### src/rtl/core_pkg.sv
// Shared core-wide types and constants used by the front-end blocks.
package core_pkg;

  localparam int XLEN     = 32;
  localparam int FQ_DEPTH = 8;

  typedef struct packed {
    logic [XLEN-1:0] pc;
    logic [XLEN-1:0] instr;
  } fq_entry_t;

endpackage

### src/rtl/fetch_queue.sv
// Two-wide fetch queue: circular buffer between fetch and decode with
// in-order packing of valid slots, thermometer-coded dequeue and flush.
module fetch_queue
  import core_pkg::*;
#(
  parameter int XLEN  = core_pkg::XLEN,
  parameter int DEPTH = FQ_DEPTH
) (
  input  logic                     clk_i,
  input  logic                     rst_ni,
  input  logic                     flush_i,
  input  logic [1:0]               enq_valid_i,
  input  logic [XLEN-1:0]          enq_pc0_i,
  input  logic [XLEN-1:0]          enq_pc1_i,
  input  logic [XLEN-1:0]          enq_instr0_i,
  input  logic [XLEN-1:0]          enq_instr1_i,
  output logic                     stall_o,
  output logic [1:0]               deq_valid_o,
  output logic [XLEN-1:0]          deq_pc0_o,
  output logic [XLEN-1:0]          deq_pc1_o,
  output logic [XLEN-1:0]          deq_instr0_o,
  output logic [XLEN-1:0]          deq_instr1_o,
  input  logic [1:0]               deq_ready_i,
  output logic [$clog2(DEPTH):0]   count_o
);

  localparam int PW = $clog2(DEPTH);
  localparam int CW = PW + 1;

  logic [PW-1:0]   head;
  logic [PW-1:0]   tail;
  logic [PW-1:0]   head_plus1;
  logic [PW-1:0]   tail_plus1;
  logic [CW-1:0]   count;
  logic            enq_ok;
  logic [1:0]      n_enq;
  logic [1:0]      n_deq;

  logic [XLEN-1:0] mem_pc    [DEPTH];
  logic [XLEN-1:0] mem_instr [DEPTH];

  assign head_plus1 = head + PW'(1);
  assign tail_plus1 = tail + PW'(1);

  // Backpressure looks only at the registered count so fetch sees a stable
  // signal; same-cycle dequeues never open room early.
  assign stall_o     = (CW'(DEPTH) - count) < CW'(2);
  assign deq_valid_o = {count >= CW'(2), count != '0};

  assign enq_ok = !stall_o && !flush_i;
  assign n_enq  = enq_ok ? ({1'b0, enq_valid_i[0]} + {1'b0, enq_valid_i[1]}) : 2'd0;

  always_comb begin
    n_deq = 2'd0;
    if (deq_ready_i == 2'b11 && deq_valid_o == 2'b11) begin
      n_deq = 2'd2;
    end else if (deq_ready_i[0] && deq_valid_o[0]) begin
      n_deq = 2'd1;
    end
  end

  always_ff @(posedge clk_i or negedge rst_ni) begin
    if (!rst_ni) begin
      head  <= '0;
      tail  <= '0;
      count <= '0;
    end else if (flush_i) begin
      head  <= '0;
      tail  <= '0;
      count <= '0;
    end else begin
      head  <= head + PW'(n_deq);
      tail  <= tail + PW'(n_enq);
      count <= count + CW'(n_enq) - CW'(n_deq);
    end
  end

  // Valid slots are packed in program order starting at tail, so a lone
  // slot1 lands at tail just like a lone slot0 would.
  always_ff @(posedge clk_i or negedge rst_ni) begin
    if (!rst_ni) begin
      for (int i = 0; i < DEPTH; i++) begin
        mem_pc[i]    <= '0;
        mem_instr[i] <= '0;
      end
    end else if (enq_ok) begin
      case (enq_valid_i)
        2'b01: begin
          mem_pc[tail]    <= enq_pc0_i;
          mem_instr[tail] <= enq_instr0_i;
        end
        2'b10: begin
          mem_pc[tail]    <= enq_pc1_i;
          mem_instr[tail] <= enq_instr1_i;
        end
        2'b11: begin
          mem_pc[tail]          <= enq_pc0_i;
          mem_instr[tail]       <= enq_instr0_i;
          mem_pc[tail_plus1]    <= enq_pc1_i;
          mem_instr[tail_plus1] <= enq_instr1_i;
        end
        default: ;
      endcase
    end
  end

  assign deq_pc0_o    = mem_pc[head];
  assign deq_instr0_o = mem_instr[head];
  assign deq_pc1_o    = mem_pc[head_plus1];
  assign deq_instr1_o = mem_instr[head_plus1];
  assign count_o      = count;

endmodule

### config.mk
export PLATFORM = sky130hd
export DESIGN_NAME = fetch_queue
export DESIGN_NICKNAME = d
export VERILOG_FILES = /design/src/rtl/core_pkg.sv /design/src/rtl/fetch_queue.sv
export SDC_FILE = /design/constraint.sdc
export NUM_CORES = 2
export LEC_CHECK = 0
export CORE_UTILIZATION = 50
export CTS_CLUSTER_DIAMETER = 150
export CTS_CLUSTER_SIZE = 16
export DETAILED_ROUTE_END_ITERATION = 10
export HOLD_SLACK_MARGIN = 0.06
export PLACE_DENSITY = 0.77
export SLEW_MARGIN = 10
export SYNTH_ARGS = -nofsm -noshare
export SYNTH_HDL_FRONTEND = slang
export SYNTH_SLANG_ARGS = --single-unit
### constraint.sdc
create_clock -name clk_i -period 2.9 [get_ports clk_i]
set_input_delay 0.58 -clock clk_i [delete_from_list [all_inputs] [get_ports clk_i]]
set_output_delay 0.58 -clock clk_i [all_outputs]
set_load 0.1 [all_outputs]
## Word-level counts from Yosys, hierarchy flattened

Cells that the tools add are included.

| storage, ports and cells | value |
|---|---|
| register bits | 522 |
| latch bits | 0 |
| memory bits (writable) | 0 |
| bits in read-only memories | 0 |
| input bits | 135 |
| output and inout bits | 135 |
| logic and storage cells | 84 |
| memories | 0 |

| operators by class | value |
|---|---|
| $add $sub $neg | 8 |
| multipliers | 0 |
| div/mod/pow operators | 0 |
| order comparisons | 8 |
| equal/unequal tests | 5 |
| shifts and indexed selects | 0 |
| mux-type cells | 30 |
| bitwise gates (word level) | 4 |
| reductions and logical operators | 10 |

Operators with widths:

| operator | number |
|---|---|
| 256-bit bitwise mux | 6 |
| 256-bit one-hot mux with 3 select lines | 2 |
| 32-bit binary-select mux with 3-bit select | 4 |
| 32-bit two-way mux | 10 |
| 32-bit demux with 3-bit select | 2 |
| 4-bit greater-or-equal comparator, second input constant | 4 |
| 3-bit inverter with 4-bit output | 4 |
| 2-bit == test, second input constant | 4 |
| 4-bit by 1-bit less-than comparator with 1-bit output, second input constant | 2 |
| 3-bit by 1-bit adder with 3-bit output, second input constant | 2 |
| 3-bit by 2-bit adder with 3-bit output | 2 |
| 3-bit two-way mux | 2 |
| 1-bit logical AND | 5 |
| 4-bit by 2-bit adder with 4-bit output | 1 |
| 4-bit by 2-bit greater-or-equal comparator with 1-bit output, second input constant | 1 |
| 4-bit by 2-bit less-than comparator with 1-bit output, second input constant | 1 |
| 2-bit two-way mux | 2 |
| 4-bit two-way mux | 1 |
| 4-bit nonzero test | 1 |
| 4-bit by 2-bit subtractor with 4-bit output | 1 |
| 4-bit subtractor, first input constant | 1 |
| 3-bit nonzero test | 1 |
| 1-bit by 1-bit adder with 2-bit output | 1 |
| 2-bit by 1-bit == test with 1-bit output, second input constant | 1 |
| 3 further kinds | 4 |

## Logic depth before layout (Yosys ltp)

| logic depth | value |
|---|---|
| depth after elaboration | 8 |
| mapped depth | 14 |
| depth with buffers taken out | 14 |

## Least setup slack after synthesis

Ideal clock, no wire load.

| path | value |
|---|---|
| kind | register -> register |
| from | register count[0], in the netlist count_o[0] |
| to | register count[3], in the netlist count_o[3] |
| setup time | 0.132 ns |
| arrival time | 3.993 ns |
| data required time | 2.768 ns |
| setup slack | -1.225 ns |
| stages on the path, launching flop included | 14 |
| path buffers | 0 |
| period minus slack after synthesis | 4.125 ns |
| cells stage by stage | dfrtp_1 -> inv_1 -> ha_1 -> inv_1 -> nand3_1 -> nand4_1 -> inv_1 -> fa_1 -> inv_1 -> ha_1 -> a21o_1 -> a21oi_1 -> xnor2_1 -> nor2_1 |

| between the ends | value |
|---|---|
| elaborated cells between the ends (all ways) | 15 |
| those cells by class | add/sub: 3; order compare: 2; eq/ne: 1; mux: 4; reduce/logical: 5 |

RTL lines:

| element | RTL line | RTL |
|---|---|---|
| start, declared | fetch_queue.sv:34 | `logic [CW-1:0] count;` |
| start signal, assigned | fetch_queue.sv:74 | `count <= count + CW'(n_enq) - CW'(n_deq);` |
| 4-bit by 2-bit greater-or-equal comparator with 1-bit output | fetch_queue.sv:48 | `assign deq_valid_o = {count >= CW'(2), count != '0};` |
| named net deq_valid_o[1] | fetch_queue.sv:18 | `output logic [1:0] deq_valid_o,` |
| 2-bit == test | fetch_queue.sv:55 | `if (deq_ready_i == 2'b11 && deq_valid_o == 2'b11) begin` |
| 1-bit logical AND | fetch_queue.sv:55 |  |
| 2-bit two-way mux | fetch_queue.sv:55 |  |
| 4-bit by 2-bit subtractor with 4-bit output | fetch_queue.sv:74 |  |
| 4-bit two-way mux | fetch_queue.sv:67 | `end else if (flush_i) begin` |

The timed path passes the listed nets, and every way through them passes these cells.
A chain may end at the register's enable or synchronous reset.

## Final worst setup path

| path | value |
|---|---|
| from | register head[0] |
| to | output deq_pc1_o[9] |

| between the ends | value |
|---|---|
| longest elaborated chain between the ends | 5 |

Ends and longest elaborated chain:

| element | RTL line | RTL |
|---|---|---|
| start, declared | fetch_queue.sv:30 | `logic [PW-1:0] head;` |
| start signal, assigned | fetch_queue.sv:72 | `head <= head + PW'(n_deq);` |
| 3-bit by 1-bit adder with 3-bit output | fetch_queue.sv:42 | `assign head_plus1 = head + PW'(1);` |
| 3-bit inverter with 4-bit output (not written as such) | fetch_queue.sv:109 | `assign deq_pc1_o = mem_pc[head_plus1];` |
| 32-bit binary-select mux with 3-bit select | fetch_queue.sv:109 |  |
| 32-bit two-way mux (not written as such) (2 in series) | fetch_queue.sv:109 |  |
| end, declared | fetch_queue.sv:20 | `output logic [XLEN-1:0] deq_pc1_o,` |

Every way passes these cells. The select of a mux whose other input is x is not followed.

==> results.txt <==
most common flop cell mapped by yosys -> dfrtp_1
FMAX -> 287.9 MHz
antenna viol nets, final -> 0
WL final -> 194600 um
Avg WL per Cell -> 31.87 um
CTS buffer count -> 38
Tmin final -> 3.474 ns
Setup Skew -> 0.01927 ns
largest net degree at the start of global routing -> 106
Max-Cap Viols -> 0
Initial Utilization -> 0.5068
Initial DRT Pass Iterations -> 11
most frequent cells in the layout -> 674 x nand2_1, 514 x dfrtp_1, 342 x a21oi_1
failing checks -> design-rule violations, negative setup slack
Fillers -> 6836
most common cell after layout, fill and taps aside -> nand2_1
Post-synth ARST share -> 1.000
final RePlAce weighted congestion -> 0.9451
via count -> 48330
nets -> 5087
Total Power Consumption -> 72200 uW
CP Launch Type -> register
I/O pin count -> 270
multi-input logic area -> 29890 um^2
CP Capture Type -> primary output
Required @ worst endpoint -> 2.32 ns
total core area -> 88780 um^2
Max VDD drop -> 1.492 mV
FF/Latch Area -> 13090 um^2
Clock power frac -> 0.076
reg2reg start -> count_o[0]$_DFF_PN0_
Worst Path Max Fanout -> 9
I/O Buffers -> 269
Internal Power -> 35370 uW
clock sink count -> 522
Sw Ratio -> 0.5101
Layout Cells excl Fill -> 6107
slew margin rel. -> 0.1474
Die Wd -> 302.0 um
Gate Count Post-Synth -> 4905
R2R cell count -> 14
Reg-to-Reg End -> count_o[3]$_DFF_PN0_
number of global-route vias before repair -> 46270
syn_nets -> 5058
DR vias/cell -> 7.914
Data arrival, critical path -> 2.89 ns
CP Class -> reg -> out
Comb power frac -> 0.737
post-layout util -> 0.6214
cell row count -> 109
Setup-failing EPs final -> 128
DRC violations left -> 28
status -> finished with violations
hpwl dp -> 110600 um
GRT overflow -> 0
Area growth, synth to finish -> 22.61%
clk buf depth -> 3
Critical Path End -> deq_pc1_o[9]
first-pass GRT wire length -> 288800 um
Critical Path Source -> head[0]$_DFF_PN0_
Mapped Area -> 45000 um^2
final count of hold timing violations -> 0
RSZ-0062 raised after global routing -> yes
gr usage total -> 0.4110
Slew @ Worst Pin -> 1.277 ns
worst min path class -> reg -> reg
share of cells above drive strength 1 -> 0.2248
Sequential Power Share -> 0.187
dpl cells -> 5976
clock root buffer -> clkbuf_16
Unique masters post-synth -> 72
Post-synth EDFFs -> 0
Seq/Total Area, Yosys -> 0.2903
Avg Inst Size Synth -> 9.174 um^2
antenna violations before repair -> 11
clk_lat worst skew -> 0.61 ns
initial DRC count -> 8862
final worst-path cycle share -> 1.198
Yosys reg bits -> 522
Final Slew Violations -> 0
Final TNS setup -> -57.92 ns
R2R Setup Slk -> 0.07 ns
die height -> 302.0 um
Pleak -> 0.02232 uW
Synth Warn # -> 0
die area -> 91200 um^2
CTS tree -> built
Final Worst Setup Slack -> -0.5739 ns
H-tree levels -> 2
clock slew seen by the registers of the worst setup and hold paths -> 0.08 ns
worst slack at placement -> -0.1400 ns
Pwr Density -> 1309 nW/um^2
Psw -> 36830 uW
## stage by stage
stage                     hold WS [ns]  instance area, um^2
after detailed placement        0.5076                51910
final                           0.5298                55170
after floorplan                 0.2844                45070
after CTS                       0.5277                54710
after global routing            0.5478                55170
after global placement          0.5032                51910
## logic make-up after synthesis
kind of cell / after synthesis / synth area share
multiplexers: 672 / 0.2249
AND/OR/NAND/NOR: 1096 / 0.1044
buffers and inverters: 683 / 0.06490
XOR/XNOR: 7 / 0.001947
AO/OA/AOI/OAI: 1907 / 0.3079
flip-flops: 522 / 0.2903
adder cells (fa/ha/maj): 18 / 0.005673
## worst max-delay path, cell delays in order, from the launching register on
cell     delay [ns]
dfrtp_4        0.50
ha_4           0.32
buf_12         0.22
buf_16         0.20
mux4_2         0.53
mux2_4         0.33
buf_12         0.18
## synthesized netlist by cell type, types with 8 or more instances
master / number / share of area
o311ai_0: 30 / 0.0058
o2bb2ai_1: 70 / 0.014
nor3_1: 8 / 0.00089
a31o_2: 8 / 0.0016
o31ai_1: 59 / 0.0098
mux2i_1: 265 / 0.059
dfrtp_1: 522 / 0.29
a22oi_1: 19 / 0.0032
mux4_2: 256 / 0.13
buf_4: 9 / 0.0015
buf_2: 228 / 0.025
a31oi_1: 163 / 0.023
mux2_2: 151 / 0.038
nor2_1: 158 / 0.013
nand2_1: 687 / 0.057
o221a_2: 11 / 0.0028
nor2b_1: 111 / 0.015
or2_2: 23 / 0.0032
o211ai_1: 78 / 0.013
a22o_1: 287 / 0.056
nand3_1: 61 / 0.0068
o22ai_1: 82 / 0.011
or2_1: 8 / 0.0011
o31ai_2: 20 / 0.0056
o21ai_1: 8 / 0.00089
o221ai_1: 240 / 0.047
clkbuf_1: 377 / 0.031
a21oi_1: 345 / 0.038
ha_1: 14 / 0.0039
o32a_1: 82 / 0.018
inv_1: 17 / 0.0014
a311oi_1: 38 / 0.0074
o22a_1: 74 / 0.014
o21ai_0: 241 / 0.027
buf_1: 47 / 0.0039
a21o_1: 22 / 0.0037
## repair_timing
item / in CTS / in global routing
hold buffers: 1 / 0
gates resized for setup: 168 / 38
gates cloned: 26 / 13
buffers inserted: 27 / 27
pin swaps: 0 / 12
hold endpoints to repair: 41 / 0
endpoints found under the setup margin: 129 / 133
## how the worst min path moves through the flow
stage / depth (start not counted) / end / from
2_1_floorplan: 0 / count_o[3]$_DFF_PN0_ / rst_ni
3_3_place_gp: 1 / mem_pc[114]$_DFFE_PN0P_ / mem_pc[114]$_DFFE_PN0P_
3_5_place_dp: 1 / mem_pc[114]$_DFFE_PN0P_ / mem_pc[114]$_DFFE_PN0P_
4_1_cts: 1 / mem_pc[114]$_DFFE_PN0P_ / mem_pc[114]$_DFFE_PN0P_
5_1_grt: 1 / mem_pc[110]$_DFFE_PN0P_ / mem_pc[110]$_DFFE_PN0P_
6_report: 1 / mem_pc[114]$_DFFE_PN0P_ / mem_pc[114]$_DFFE_PN0P_
## area by class of cell
type	count	area share
Timing Repair Buffer	655	0.1742
Antenna cell	4	0.0001814
Tap cell	1165	0.02642
Multi-Input combinational cell	3700	0.5418
Clock buffer	43	0.01873
Inverter	17	0.001247
Sequential cell	522	0.2372
Clock inverter	1	0.0001588
## state kept, by name, summed over array words and instances, names as in the netlist
name and flops:
mem_instr 256, mem_pc 256, count_o 4, head 3
tail 3
## power by group through the flow
| stage | registers (uW) | logic [uW] | clock network, uW |
|---|---|---|---|
| finish | 13500 | 53200 | 5450 |
| global route | 13800 | 54500 | 5610 |
| CTS | 13300 | 51500 | 5360 |
| detailed placement | 13400 | 47700 | 0 |
| global placement | 13100 | 47100 | 0 |
| floorplan | 12400 | 31600 | 0 |
## metal layers
metal / vias up / part of all wire / track usage / wire length [um]
li1: 19210 / - / - / -
met1: 22720 / 0.33 / 0.5149 / 63780
met2: 4958 / 0.42 / 0.5962 / 80880
met3: 1435 / 0.17 / 0.1526 / 33160
met4: 16 / 0.085 / 0.2637 / 16610
met5: - / 0.00093 / 0.003106 / 181
Note: power is estimated with default switching activity, not from simulation.
